==> src/rtl/serial_tx_pkg.sv <==
// Shared types and widths for the serial word transmitter.
package serial_tx_pkg;
   localparam int WORD_W    = 24;
   localparam int BIT_CNT_W = 5;

   typedef enum logic [1:0] {
      IDLE  = 2'd0,
      SHIFT = 2'd1,
      GAP   = 2'd2
   } tx_state_t;
endpackage

==> src/rtl/shift_reg_w.sv <==
// Parallel-load, shift-left register; the MSB is the serial output.
module shift_reg_w
   import serial_tx_pkg::*;
#(
   parameter int WIDTH = WORD_W
) (
   input  logic             Clk,
   input  logic             Reset,
   input  logic             load,
   input  logic             shift_en,
   input  logic [WIDTH-1:0] load_data,
   input  logic             ser_in,
   output logic             ser_out
);

   logic [WIDTH-1:0] data_q;

   always_ff @(posedge Clk) begin
      if (Reset) begin
         data_q <= '0;
      end else if (load) begin
         data_q <= load_data;
      end else if (shift_en) begin
         data_q <= {data_q[WIDTH-2:0], ser_in};
      end
   end

   assign ser_out = data_q[WIDTH-1];

endmodule

==> src/rtl/serial_tx_ctrl.sv <==
// Serialises 24-bit words MSB-first onto SCLK/SDATA/CS_N with a fixed inter-frame gap.
//   state | meaning
//   IDLE  | waiting for a word, in_ready high
//   SHIFT | frame in progress, cs_n low, sclk running
//   GAP   | cs_n high for GAP_CYCLES clocks before accepting again
module serial_tx_ctrl
   import serial_tx_pkg::*;
#(
   parameter int CLK_DIV    = 4,
   parameter int GAP_CYCLES = 2
) (
   input  logic              Clk,
   input  logic              Reset,
   input  logic              in_valid,
   input  logic [WORD_W-1:0] in_data,
   output logic              in_ready,
   output logic              sclk,
   output logic              sdata,
   output logic              cs_n,
   output logic              busy,
   output logic              done
);

   localparam int DIV_W = $clog2(CLK_DIV) + 1;
   localparam int GAP_W = $clog2(GAP_CYCLES) + 1;
   localparam logic [DIV_W-1:0]     DIV_LAST = DIV_W'(CLK_DIV - 1);
   localparam logic [GAP_W-1:0]     GAP_LAST = GAP_W'(GAP_CYCLES - 1);
   localparam logic [BIT_CNT_W-1:0] BIT_LAST = BIT_CNT_W'(WORD_W - 1);

   tx_state_t            state;
   logic [DIV_W-1:0]     div_cnt;
   logic [BIT_CNT_W-1:0] bit_cnt;
   logic [GAP_W-1:0]     gap_cnt;
   logic                 sclk_q;
   logic                 cs_n_q;
   logic                 done_q;
   logic                 in_ready_q;
   logic                 transfer;
   logic                 bit_end;

   assign transfer = (state == IDLE) && in_valid && in_ready_q;
   // A bit ends on the last divider count of the sclk-high half.
   assign bit_end  = (state == SHIFT) && (div_cnt == DIV_LAST) && sclk_q;

   always_ff @(posedge Clk) begin
      if (Reset) begin
         state      <= IDLE;
         div_cnt    <= '0;
         bit_cnt    <= '0;
         gap_cnt    <= '0;
         sclk_q     <= 1'b0;
         cs_n_q     <= 1'b1;
         done_q     <= 1'b0;
         in_ready_q <= 1'b0;
      end else begin
         done_q <= 1'b0;
         case (state)
            IDLE: begin
               in_ready_q <= 1'b1;
               sclk_q     <= 1'b0;
               cs_n_q     <= 1'b1;
               if (transfer) begin
                  state      <= SHIFT;
                  in_ready_q <= 1'b0;
                  cs_n_q     <= 1'b0;
                  div_cnt    <= '0;
                  bit_cnt    <= '0;
               end
            end
            SHIFT: begin
               if (div_cnt == DIV_LAST) begin
                  div_cnt <= '0;
                  sclk_q  <= ~sclk_q;
                  if (sclk_q) begin
                     if (bit_cnt == BIT_LAST) begin
                        state   <= GAP;
                        done_q  <= 1'b1;
                        cs_n_q  <= 1'b1;
                        gap_cnt <= GAP_LAST;
                     end else begin
                        bit_cnt <= bit_cnt + BIT_CNT_W'(1);
                     end
                  end
               end else begin
                  div_cnt <= div_cnt + DIV_W'(1);
               end
            end
            GAP: begin
               if (gap_cnt == '0) begin
                  state      <= IDLE;
                  in_ready_q <= 1'b1;
               end else begin
                  gap_cnt <= gap_cnt - GAP_W'(1);
               end
            end
            default: state <= IDLE;
         endcase
      end
   end

   shift_reg_w #(.WIDTH(WORD_W)) u_shift (
      .Clk       (Clk),
      .Reset     (Reset),
      .load      (transfer),
      .shift_en  (bit_end),
      .load_data (in_data),
      .ser_in    (1'b0),
      .ser_out   (sdata)
   );

   assign in_ready = in_ready_q;
   assign sclk     = sclk_q;
   assign cs_n     = cs_n_q;
   assign done     = done_q;
   assign busy     = (state != IDLE);

endmodule

==> config.mk <==
export PLATFORM = sky130hd
export DESIGN_NAME = serial_tx_ctrl
export DESIGN_NICKNAME = d
export VERILOG_FILES = /design/src/rtl/serial_tx_pkg.sv /design/src/rtl/shift_reg_w.sv /design/src/rtl/serial_tx_ctrl.sv
export SDC_FILE = /design/constraint.sdc
export NUM_CORES = 1
export LEC_CHECK = 0
export CAP_MARGIN = 40
export CORE_ASPECT_RATIO = 0.8
export CORE_MARGIN = 2
export CORE_UTILIZATION = 50
export DETAILED_ROUTE_END_ITERATION = 12
export PLACE_DENSITY = 0.78
export SYNTH_ARGS = -nofsm -noshare
export SYNTH_HDL_FRONTEND = slang
export SYNTH_SLANG_ARGS = --single-unit
==> constraint.sdc <==
create_clock -name Clk -period 2.41 [get_ports Clk]
set_clock_uncertainty 0.2 [all_clocks]
set_input_delay 0.241 -clock Clk [delete_from_list [all_inputs] [get_ports Clk]]
set_output_delay 0.241 -clock Clk [all_outputs]
set_load 0.02 [all_outputs]
-- Word level (Yosys, flattened, before mapping)
Index checks and enable logic that the tools add are counted.
- logic and storage cells: 76
- input bits: 27
- bits in registers: 40
- output and inout port bits: 6
- equal/unequal tests: 11
- reduce and logical (&&, ||, !) cells: 19
- multiplexer cells: 31
- add/subtract/negate cells: 3
- bitwise operators: 3
- operators by type and width (kind ; count):
    $mux W24 ; 2
    $mux W5 ; 4
    $mux W2 ; 9
    $reduce_and A5 Y1 ; 3
    $ne A2 B2 Y1 const B ; 5
    $pmux W5 S2 ; 1
    $reduce_bool A2 Y1 ; 5
    $mux W1 ; 7
    $mux W3 ; 2
    $pmux W1 S2 ; 3
    $pmux W2 S3 ; 1
    $pmux W3 S2 ; 1
    $reduce_and A2 Y1 ; 3
    $add A5 B1 Y5 const B ; 1
    $eq A5 B5 Y1 const B ; 1
    $logic_and A1 B1 Y1 ; 4
    $logic_not A2 Y1 ; 2
    $ne A2 B1 Y1 const B ; 2
    $pmux W2 S2 ; 1
    $reduce_and A4 Y1 ; 1
    $reduce_or A4 Y1 ; 1
    $add A3 B1 Y3 const B ; 1
    $eq A3 B2 Y1 const B ; 1
    $not A1 Y1 ; 3
    other kinds (3) ; 3

-- Depth between registers and ports, before layout
- depth in word-level cells: 5
- mapped depth: 6

-- Cells and area by module
From an unflattened synthesis, not the netlist that was laid out.
- cell total of the unflattened synthesis: 194
- area total of the unflattened synthesis: 2025.7 µm²
- by module, submodules not included (module ; sequential area each (µm²) ; area an instance (µm²) ; cells each ; instances):
    shift_reg_w ; 480.5 ; 1233.7 ; 106 ; 1
    serial_tx_ctrl ; 320.3 ; 792.0 ; 88 ; 1

-- Worst setup path before layout
OpenSTA, ideal clock, no wires.
- kind: reg2reg
- from: reg bit_cnt[0]
- to: reg bit_cnt[1]
- required time: 2139 ps
- stages on the path, launching flop included: 6
- data arrival time: 1534 ps
- library setup time: 71 ps
- path slack: 606 ps
- clock period less this slack: 1804 ps
- path buffers: 0
- cells stage by stage: dfxtp_1 -> ha_1 -> and4b_1 -> o21a_1 -> or4b_1 -> a21oi_1
- cells in the longest elaborated chain, start to end: 5
- elaborated cells between the ends (all ways): 8
- those cells by class: add/sub (1); eq/ne (2); mux (4); reduce/logical (1)
- ends and longest elaborated chain (element ; RTL line ; RTL):
    start, declared ; serial_tx_ctrl.sv:32 ; logic [BIT_CNT_W-1:0] bit_cnt;
    start signal, assigned ; serial_tx_ctrl.sv:81 ; bit_cnt <= bit_cnt + BIT_CNT_W'(1);
    $add A5 B1 Y5 ; serial_tx_ctrl.sv:81 ;
    $mux W5 ; serial_tx_ctrl.sv:75 ; if (bit_cnt == BIT_LAST) begin
    $mux W5 ; serial_tx_ctrl.sv:74 ; if (sclk_q) begin
    $mux W5 ; serial_tx_ctrl.sv:71 ; if (div_cnt == DIV_LAST) begin
    $pmux W5 S2 ; serial_tx_ctrl.sv:57 ; case (state)
Several ways; a longest one is shown, not always the timed one. The select of a mux whose other input is x is not followed.
A chain may end at the register's enable or synchronous reset.

-- Worst setup path in the final report
- from: reg state[1]
- to: out busy
- cells in the longest elaborated chain, start to end: 1
- ends and longest elaborated chain (element ; RTL line ; RTL):
    start, declared ; serial_tx_ctrl.sv:30 ; tx_state_t state;
    start signal, assigned ; serial_tx_ctrl.sv:47 ; state <= IDLE;
    start signal, assigned ; serial_tx_ctrl.sv:63 ; state <= SHIFT;
    start signal, assigned ; serial_tx_ctrl.sv:76 ; state <= GAP;
    $reduce_bool A2 Y1 ; serial_tx_ctrl.sv:115 ; assign busy = (state != IDLE);
    end, declared ; serial_tx_ctrl.sv:20 ; output logic busy,
No other way between the ends.

==> results.yml <==
status:
  status: "finished clean"
worst_setup_path:
  cp_slowest_stage_delay_ps: 540
  crit_buf_inv: 3
  crit_chain: "buf_4 > nor2_1 > inv_1 > clkdlybuf4s50_1"
  worstReg2RegStart: "div_cnt[0]"
  crit_slowest_cell: "clkdlybuf4s50_1"
  critPathMaxFanout: 12
  reg2reg_to: "u_shift.data_q[23]"
  start_kind: "register"
  critical_path_arrival_ps: 1600
  critPathTopFamily: "buffers and inverters"
  rr_worst_depth: 5
  crit_required_ps: 1970
  cp-end-kind: "output pin"
  crit_type: "register to output pin"
  rrSetupSlack_ps: 380
drt:
  wl_per_cell_um: 14.7
  postRouteAntennaNets: 0
  initialDrtViolationCount: 286
  num_vias: 1482
  via_per_inst: 6.02
  drcViolationCount: 0
  drt_pass1_iterations: 8
  drt_wl_total_mm: 3.62
placed_design:
  dpl.hpwl_mm: 2.47
  place_congestion: 0.807
  place_area_sq_um: 1990
  port_buffers: 32
  place_worst_setup_slack_ps: 311
power_and_ir_drop:
  irDropWorstVdd_mv: 0.392
  power_leakage_nw: 0.774
  switching_share_pct: 22.3
  seqPwrFrac_pct: 50.7
  p_comb_share_pct: 11.5
  p_sw_mw: 0.311
  cell_internal_pwr_mw: 1.08
  clkPwrFrac_pct: 37.8
  p_per_area_nw_per_um2: 663
floorplan:
  die_area_sq_um: 3750
  start_util_pct: 52.7
  placementRows: 18
  die_h_um: 55.2
  coreArea_sq_um: 3110
  die_w_um: 68.0
  io_pins: 33
clock_network:
  cts_resized: 0
  cts_buffers: 5
  cts_tree: "yes"
  postCtsHoldBufs: 0
  root_buffer: "clkbuf_8"
  clk_pin_slew_worst_paths_ps: 70
  numClockSinks: 40
  ctsLongestPathBuffers: 2
  ctsHtreeMaxLevel: 2
  clock_latency_ps: 290
  post_cts_buffers: 0
global_route:
  overflow: 0
  grt_max_degree: 41
  grt_pass1_wl_mm: 5.82
  grtUsageTotal_pct: 21.4
  grt_pass1_vias: 1276
  antenna_found_initial: 0
timing:
  timing.final.ws_setup_ps: 367
  finalSetupViolCount: 0
  fin_tns_setup_ps: 0
  finalCritPeriodShare_pct: 84.8
  rsz0062_at_grt: "false"
  finalHoldViolations: 0
  timing.fmax_mhz: 490
  slew_viol_final: 0
  worst_pin_slew_ps: 741
  relSlewSlack_pct: 50.6
  final.min_clock_period_ps: 2040
synth:
  synth-seq-cells: 40
  syn_avg_cell_area_sq_um: 9.41
  synthesis.nets: 204
  ys_seq_area_share_pct: 48.9
  syn-cell-area_sq_um: 1640
  syn-instance-count: 174
  ys_types: 35
  ys.warnings.count: 0
hold_path:
  hold_path.class: "register to register"
  min-delay-start: "gap_cnt[0]"
  hold_end: "gap_cnt[0]"
  hold_depth: 2
finish:
  diodes: 0
  fin_area_sq_um: 2100
  areaGrowthSynthToFinish_pct: 28.4
  nets: 235
  drive_above_1_share_pct: 7.28
flow_run:
  cap_violations: 0
-- state kept, by name (all words and copies together) (netlist names) --
signal,cells
sclk,1
u_shift.data_q,24
state,2
bit_cnt,5
gap_cnt,2
div_cnt,3
in_ready,1
done,1
cs_n,1
-- worst min-delay path: cells and delay by family (launching register included) --
kind                   cells  cell delay [ps]
buffers and inverters      1               70
AO/OA/AOI/OAI              1               60
flip-flops                 1              310
-- worst max path at each step --
stage / slack [ps] / cells past startpoint / to / from
after floorplan: 610 / 5 / bit_cnt[1] / bit_cnt[0]
after global placement: 230 / 5 / u_shift.data_q[22] / div_cnt[0]
after detailed placement: 310 / 5 / u_shift.data_q[23] / in_valid
after CTS: 350 / 4 / busy / state[1]
after global routing: 190 / 5 / u_shift.data_q[20] / div_cnt[0]
final: 370 / 4 / busy / state[1]
-- cell type report --
class	instances	area, sq um
clock inverters	2	35.0
inverters	5	18.8
well taps	40	50.0
flip-flops and latches	40	801
fillers	246	1010
multi-input cells	116	758
clock buffers	6	72.6
repair buffers	37	365
-- cells in the mapped netlist --
cell      count  area, sq um
nor3_1        5         25.0
nor2_2        1         6.26
nand2b_1      2         12.5
nor3b_1       1         7.51
o21a_1        1         7.51
or4b_1        1         10.0
nand3_1       2         10.0
or3_1         1         6.26
o31ai_1       2         15.0
nand3b_1      3         22.5
a211oi_1      3         22.5
buf_2         5         25.0
mux2i_1       1         10.0
nor2_1       36          135
nor3_2        1         10.0
buf_4         1         7.51
mux2_2        1         11.3
nand4b_1      2         17.5
and3_1        1         6.26
clkbuf_1      7         26.3
nor2b_1       2         12.5
and4b_1       1         10.0
a31oi_1       2         12.5
nor4_1        1         6.26
o21ai_0       3         15.0
dfxtp_1      40          801
a21o_1        2         15.0
a222oi_1     22          220
ha_1          3         37.5
o21bai_1      3         22.5
a21oi_1       8         40.0
a32oi_1       1         8.76
nand2_1       2         7.51
a22oi_1       2         15.0
inv_1         5         18.8
-- through the flow --
stage | power [mW] | hold WS, ps | instances | utilization, %
CTS | 1.41 | 296 | 246 | 67.6
global placement | 0.873 | 258 | 237 | 63.6
floorplan | 0.808 | 187 | 174 | -
global route | 1.45 | 332 | 246 | 67.6
finish | 1.39 | 289 | 246 | 67.6
detailed placement | 0.881 | 275 | 238 | 64.1
-- cells in the final DEF, fill, tap and decap left out, types with 3 or more instances in the layout --
| cell type | instances |
|---|---|
| dfxtp_1 | 40 |
| inv_1 | 5 |
| clkdlybuf4s50_1 | 32 |
| a21oi_1 | 8 |
| buf_4 | 4 |
| nor3_1 | 5 |
| nor2_1 | 36 |
| a211oi_1 | 3 |
| o21ai_0 | 3 |
| clkbuf_8 | 5 |
| o21bai_1 | 3 |
| nand3b_1 | 3 |
| ha_1 | 3 |
| a222oi_1 | 22 |
-- power by group through the flow --
stage	logic (mW)	clock network, mW	registers (mW)
after floorplan	0.0906	0	0.718
after global placement	0.154	0	0.719
after detailed placement	0.161	0	0.720
after CTS	0.160	0.539	0.705
after global routing	0.175	0.568	0.709
final	0.161	0.527	0.706
-- cell families after synthesis --
group                      synth area share [%]
DFF                                        48.9
adders and majority gates                  2.29
AOI/OAI and AO/OA                          24.1
and+or+nand+nor                            18.7
muxes                                      1.30
buffers and inverters                      4.74
-- metal layers --
metal,global-route usage [%],routed length (um),vias up
li1,-,-,725
met3,8.30,272,6
met4,7.67,36,0
met5,0,0,-
met2,32.2,1710,63
met1,28.1,1600,688
No activity file was read; power rests on OpenSTA's default activity.
